--- src/rtl/bike_light_ctrl_pkg.sv ---
// Shared bike-light definitions: mode encodings, strobe phases, default frame width.
// Also used by beat32 and the display/top-level blocks.
package bike_light_ctrl_pkg;

  typedef enum logic [1:0] {
    MODE_OFF    = 2'd0,
    MODE_SOLID  = 2'd1,
    MODE_FLASH  = 2'd2,
    MODE_STROBE = 2'd3
  } mode_e;

  localparam int DEF_PHASE_W = 5;

  // Strobe lights on these four phases of each frame: a double blink.
  localparam int STROBE_PH0 = 0;
  localparam int STROBE_PH1 = 1;
  localparam int STROBE_PH2 = 4;
  localparam int STROBE_PH3 = 5;

  // Short presses cycle through the lit modes only; OFF is reached by long press.
  function automatic mode_e next_short(input mode_e m);
    case (m)
      MODE_OFF:   return MODE_SOLID;
      MODE_SOLID: return MODE_FLASH;
      MODE_FLASH: return MODE_STROBE;
      default:    return MODE_SOLID;
    endcase
  endfunction

endpackage

--- src/rtl/bike_light_ctrl_btn_sync.sv ---
// Two-flop synchronizer for the button plus a delay flop for edge detection.
// rise/fall are combinational from the synchronized level and its delayed copy.
module btn_sync_edge (
  input  logic clk,
  input  logic reset,
  input  logic din,
  output logic level,
  output logic rise,
  output logic fall
);

  logic meta;
  logic level_d;

  always_ff @(posedge clk or posedge reset) begin
    if (reset) begin
      meta    <= 1'b0;
      level   <= 1'b0;
      level_d <= 1'b0;
    end else begin
      meta    <= din;
      level   <= meta;
      level_d <= level;
    end
  end

  assign rise = level & ~level_d;
  assign fall = ~level & level_d;

endmodule

--- src/rtl/bike_light_ctrl.sv ---
// Bike light mode FSM (short press advances, long press forces OFF) and beat-driven
// LED pattern sequencer; led is registered one clk behind mode/phase.
module bike_light_ctrl
  import bike_light_ctrl_pkg::*;
#(
  parameter int PHASE_W          = DEF_PHASE_W,
  parameter int LONG_PRESS_BEATS = 16
) (
  input  logic       clk,
  input  logic       reset,
  input  logic       beat,
  input  logic       btn,
  output logic       led,
  output logic [1:0] mode,
  output logic       mode_chg
);

  logic               btn_s;
  logic               rise;
  logic               fall;
  logic [7:0]         hold_cnt;
  logic               long_fired;
  logic               long_trig;
  logic [PHASE_W-1:0] phase;
  logic               led_d;
  mode_e              mode_q;
  mode_e              mode_d;

  btn_sync_edge u_btn_sync (
    .clk   (clk),
    .reset (reset),
    .din   (btn),
    .level (btn_s),
    .rise  (rise),
    .fall  (fall)
  );

  // A rise restarts the hold count, so a beat landing on the rise is not counted.
  assign long_trig = btn_s && !long_fired && beat && !rise &&
                     (hold_cnt == 8'(LONG_PRESS_BEATS - 1));

  always_ff @(posedge clk or posedge reset) begin
    if (reset) begin
      hold_cnt   <= 8'd0;
      long_fired <= 1'b0;
    end else if (rise) begin
      hold_cnt   <= 8'd0;
      long_fired <= 1'b0;
    end else if (btn_s && !long_fired && beat) begin
      if (long_trig) long_fired <= 1'b1;
      else           hold_cnt   <= hold_cnt + 8'd1;
    end
  end

  always_ff @(posedge clk or posedge reset) begin
    if (reset) mode_q <= MODE_OFF;
    else       mode_q <= mode_d;
  end

  always_comb begin
    mode_d = mode_q;
    if (long_trig)                mode_d = MODE_OFF;
    else if (fall && !long_fired) mode_d = next_short(mode_q);
  end

  // Phase restarts on a mode change so every pattern begins at the frame start.
  always_ff @(posedge clk or posedge reset) begin
    if (reset) begin
      phase    <= '0;
      mode_chg <= 1'b0;
    end else begin
      mode_chg <= (mode_d != mode_q);
      if (mode_d != mode_q) phase <= '0;
      else if (beat)        phase <= phase + PHASE_W'(1);
    end
  end

  always_comb begin
    led_d = 1'b0;
    case (mode_q)
      MODE_SOLID:  led_d = 1'b1;
      MODE_FLASH:  led_d = ~phase[PHASE_W-1];
      MODE_STROBE: led_d = (phase == PHASE_W'(STROBE_PH0)) || (phase == PHASE_W'(STROBE_PH1)) ||
                           (phase == PHASE_W'(STROBE_PH2)) || (phase == PHASE_W'(STROBE_PH3));
      default:     led_d = 1'b0;
    endcase
  end

  always_ff @(posedge clk or posedge reset) begin
    if (reset) led <= 1'b0;
    else       led <= led_d;
  end

  assign mode = mode_q;

endmodule

--- config.mk ---
export PLATFORM = sky130hd
export DESIGN_NAME = bike_light_ctrl
export DESIGN_NICKNAME = d
export VERILOG_FILES = /design/src/rtl/bike_light_ctrl_pkg.sv /design/src/rtl/bike_light_ctrl_btn_sync.sv /design/src/rtl/bike_light_ctrl.sv
export SDC_FILE = /design/constraint.sdc
export NUM_CORES = 1
export LEC_CHECK = 0
export BUFFER_PORTS_ARGS = -buffer_cell sky130_fd_sc_hd__buf_2
export CAP_MARGIN = 20
export CORE_UTILIZATION = 40
export DETAILED_ROUTE_END_ITERATION = 10
export PLACE_DENSITY = 0.62
export SKIP_LAST_GASP = 1
export SYNTH_ARGS = -nofsm -noshare
export SYNTH_HDL_FRONTEND = slang
export SYNTH_SLANG_ARGS = --single-unit
--- constraint.sdc ---
create_clock -name clk -period 2.8 [get_ports clk]
set_input_delay 0.7 -clock clk [delete_from_list [all_inputs] [get_ports clk]]
set_output_delay 0.7 -clock clk [all_outputs]
set_load 0.02 [all_outputs]
==> results.md <==
* RSZ-0062 raised after global routing: no
* Setup total negative slack at 0 ps
* Startpoint type of the worst setup path: flop
* Met2 GRT Util at 0.217
* TritonCTS Buffers at 3
* Async set-or-reset flop fraction in the synthesized netlist at 1.00
* Gates resized, CTS repair at 0
* Final hold violation count at 0
* Leakage at 0.574 nW
* Multiplexer share of the synthesized area at 0.0179
* Maximum resistive drop on vdd at 0.000481 V
* Row cnt at 19
* Leading cell types in the layout, fill and taps excluded: sky130_fd_sc_hd__dfrtp_1 (21), sky130_fd_sc_hd__nor2_1 (11), sky130_fd_sc_hd__nand2_1 (10)
* Layout overhead on the synthesized area at 7.16%
* Gp weighted congestion at 0.764
* Yosys synthesis warning count at 0
* Register-to-register setup slack at 1030 ps
* Data arrival time of the critical path at 1080 ps
* Distinct cell type count of the synthesized netlist at 40
* Cell with the largest stage delay on the worst path: sky130_fd_sc_hd__dfrtp_1
* CTS H-tree depth at 1
* Post-Synth XOR/XNOR Area at 0.0589
* Family of cells with the greatest summed delay on the critical path: flip-flops
* Antenna violations before repair at 0
* Share of the synthesized area in compound gates (AO/OA/AOI/OAI) at 0.168
* Post-layout power at 0.000957 W
* Post-DR wirelength/cell at 13.7 µm
* Post-place setup slack at 953 ps
* Slew of the pin with the lowest slew margin at 766 ps
* Number of global-route vias before repair at 814
* Congestion Overflow GR at 0
* Synth Cell Area at 1190 µm²
* Root Driver: sky130_fd_sc_hd__clkbuf_4
* Post-layout min period at 1780 ps
* Final setup violating endpoints at 0
* Total inserted antenna cells at 0
* Dominant register cell in the synthesized netlist: sky130_fd_sc_hd__dfrtp_1
* NumNets Final at 132
* Total via count in the routed design at 848
* Pin count of the biggest net entering global routing at 22
* PwrDens at 751 nW/µm²
* Placeable core region at 2780 µm²
* First-pass DRT Iterations at 4
* Number of synthesized flops with an enable pin at 0
* Post-synthesis instance total at 111
* Largest stage delay on the critical path at 540 ps
* Critical path start-end classification: flop to primary output
* Met1 track demand over resource at 0.218
* Antenna viol nets, final at 0
* Fraction of final layout cells sized beyond drive strength 1 at 0.192
* First DRT Iteration DRCs at 28
* Count of pins over their slew limit at 0
* Simple-Gate Fraction of Synth Area at 0.204
* Post-synthesis sequential element count at 21
* Post-synthesis adder-cell area fraction at 0.0737
* Top post-synthesis cells by area: sky130_fd_sc_hd__dfrtp_1 (44%), sky130_fd_sc_hd__ha_1 (7.4%), sky130_fd_sc_hd__xnor2_1 (4.4%)
* Wire length of the first global-routing pass at 3.69 mm
* Final worst path period share at 0.634
* Skew-Pair Late Insertion Delay at 310 ps
* Most common library cell in the layout ignoring fill and taps: sky130_fd_sc_hd__dfrtp_1
* Die Y-Extent at 56.5 µm
* Max-cap viol count at 0
* Setup Buffers After CTS at 0
* Grt peak-use layer: met1
* Post-synth top area cell: sky130_fd_sc_hd__dfrtp_1
* Initial standard-cell utilization of the core at 0.427
* Achievable frequency at 0.563 GHz
* DIE WIDTH at 56.5 µm
* Sequential element share of the synthesized area at 0.442
* Run status: complete, no violations
* Io pins at 8
* Vias per cell at 5.62
* Clock buffer depth at 2
* Total global routing track utilization at 0.151
* DP HPWL at 1.52 mm
* Top-area cell type share of the netlist area at 0.442
* Total DRC errors in the routed layout at 0
* Post-route clock skew at 9.73 ps
* CTS sink count at 21
* Post-Syn Nets at 122
* Clock slew at reported path FFs at 120 ps
* Hold crit path type: flop to flop
* Highest fanout seen on the critical path at 10
* Die ar. at 3190 µm²
* Least setup slack across all paths after layout at 1020 ps
* Hold buffer count at CTS at 0
* Total wirelength of the detailed-routed design at 2.07 mm
* Endpoint kind of the worst setup timing path: primary output
* Average cell area after synthesis at 10.7 µm²
* Ordered list of cells on the worst path: buf_2
* Largest family of logic cells by synthesized area: simple AND/OR/NAND/NOR gates
* TritonCTS clock tree: yes
* Normalized max-slew margin at 0.489
* Total buffers and inverters traversed by the critical path at 1
* Req. time, crit path at 2100 ps
* Port Buffer Count at 7
* Global Route met3 Usage at 0.0276
* Layout fillers at 264
cell type report:
cell class	count	area, µm²	share of cell area
multi-input cells	81	622	0.488
flip-flops and latches	21	526	0.413
well taps	31	38.8	0.0305
repair buffers	7	35.0	0.0275
clock buffers	4	26.3	0.0206
inverters	7	26.3	0.0206
metal layers:
metal,up-vias,share of wire
li1,418,-
met1,407,0.50
met2,18,0.44
met3,5,0.036
met4,0,0.022
met5,-,0
metrics by stage:
step           area (µm²)  hold slack, ps  cells  utilization
2_1_floorplan        1190             331    111            -
3_3_place_gp         1250             344    147        0.448
3_5_place_dp         1250             345    147        0.448
4_1_cts              1270             373    151        0.458
5_1_grt              1270             374    151        0.458
6_report             1270             368    151        0.458
flip-flops by register name, indices dropped and copies added (netlist names):
| register | flops |
|---|---|
| hold_cnt | 8 |
| led | 1 |
| long_fired | 1 |
| mode | 2 |
| mode_chg | 1 |
| phase | 5 |
| u_btn_sync.level | 1 |
| u_btn_sync.level_d | 1 |
| u_btn_sync.meta | 1 |
final timing paths:
path	startpoint	depth (start not counted)	endpoint
worst max-delay path	mode[1]	1	mode[1]
worst min register to register	u_btn_sync.meta	0	u_btn_sync.level
worst max register to register	mode[0]	6	mode_chg
min in group asynchronous	reset	2	u_btn_sync.level
worst min-delay path	u_btn_sync.meta	0	u_btn_sync.level
max in group asynchronous	reset	2	mode[1]
synth_stat cells, types with 2 or more instances:
cell and count:
sky130_fd_sc_hd__a2111oi_2 3, sky130_fd_sc_hd__a21oi_1 6, sky130_fd_sc_hd__a31o_1 2, sky130_fd_sc_hd__a31oi_1 3, sky130_fd_sc_hd__buf_4 2, sky130_fd_sc_hd__dfrtp_1 21
sky130_fd_sc_hd__ha_1 7, sky130_fd_sc_hd__inv_1 6, sky130_fd_sc_hd__nand2_1 10, sky130_fd_sc_hd__nand2b_1 2, sky130_fd_sc_hd__nand4_1 3, sky130_fd_sc_hd__nor2_1 11
sky130_fd_sc_hd__o21ai_1 2, sky130_fd_sc_hd__xnor2_1 6, sky130_fd_sc_hd__xor2_1 2
power breakdown:
part	total (W)	switching [W]	internal, W	leakage, nW
clock	0.000147	0.0000915	0.0000557	0.0150
sequential	0.000447	0.0000800	0.000367	0.270
combinational	0.000363	0.000200	0.000163	0.289
total	0.000957	0.000371	0.000585	0.574
cells by family (layout without fill, tap and decap cells):
logic type,after synthesis,in the layout
and+or+nand+nor,39,39
AOI/OAI and AO/OA,25,25
DFF,21,21
buffers and inverters,9,18
xor gates and xnor gates,8,8
adders and majority gates,7,7
muxes,2,2
Note: power is estimated with default switching activity, not from simulation.
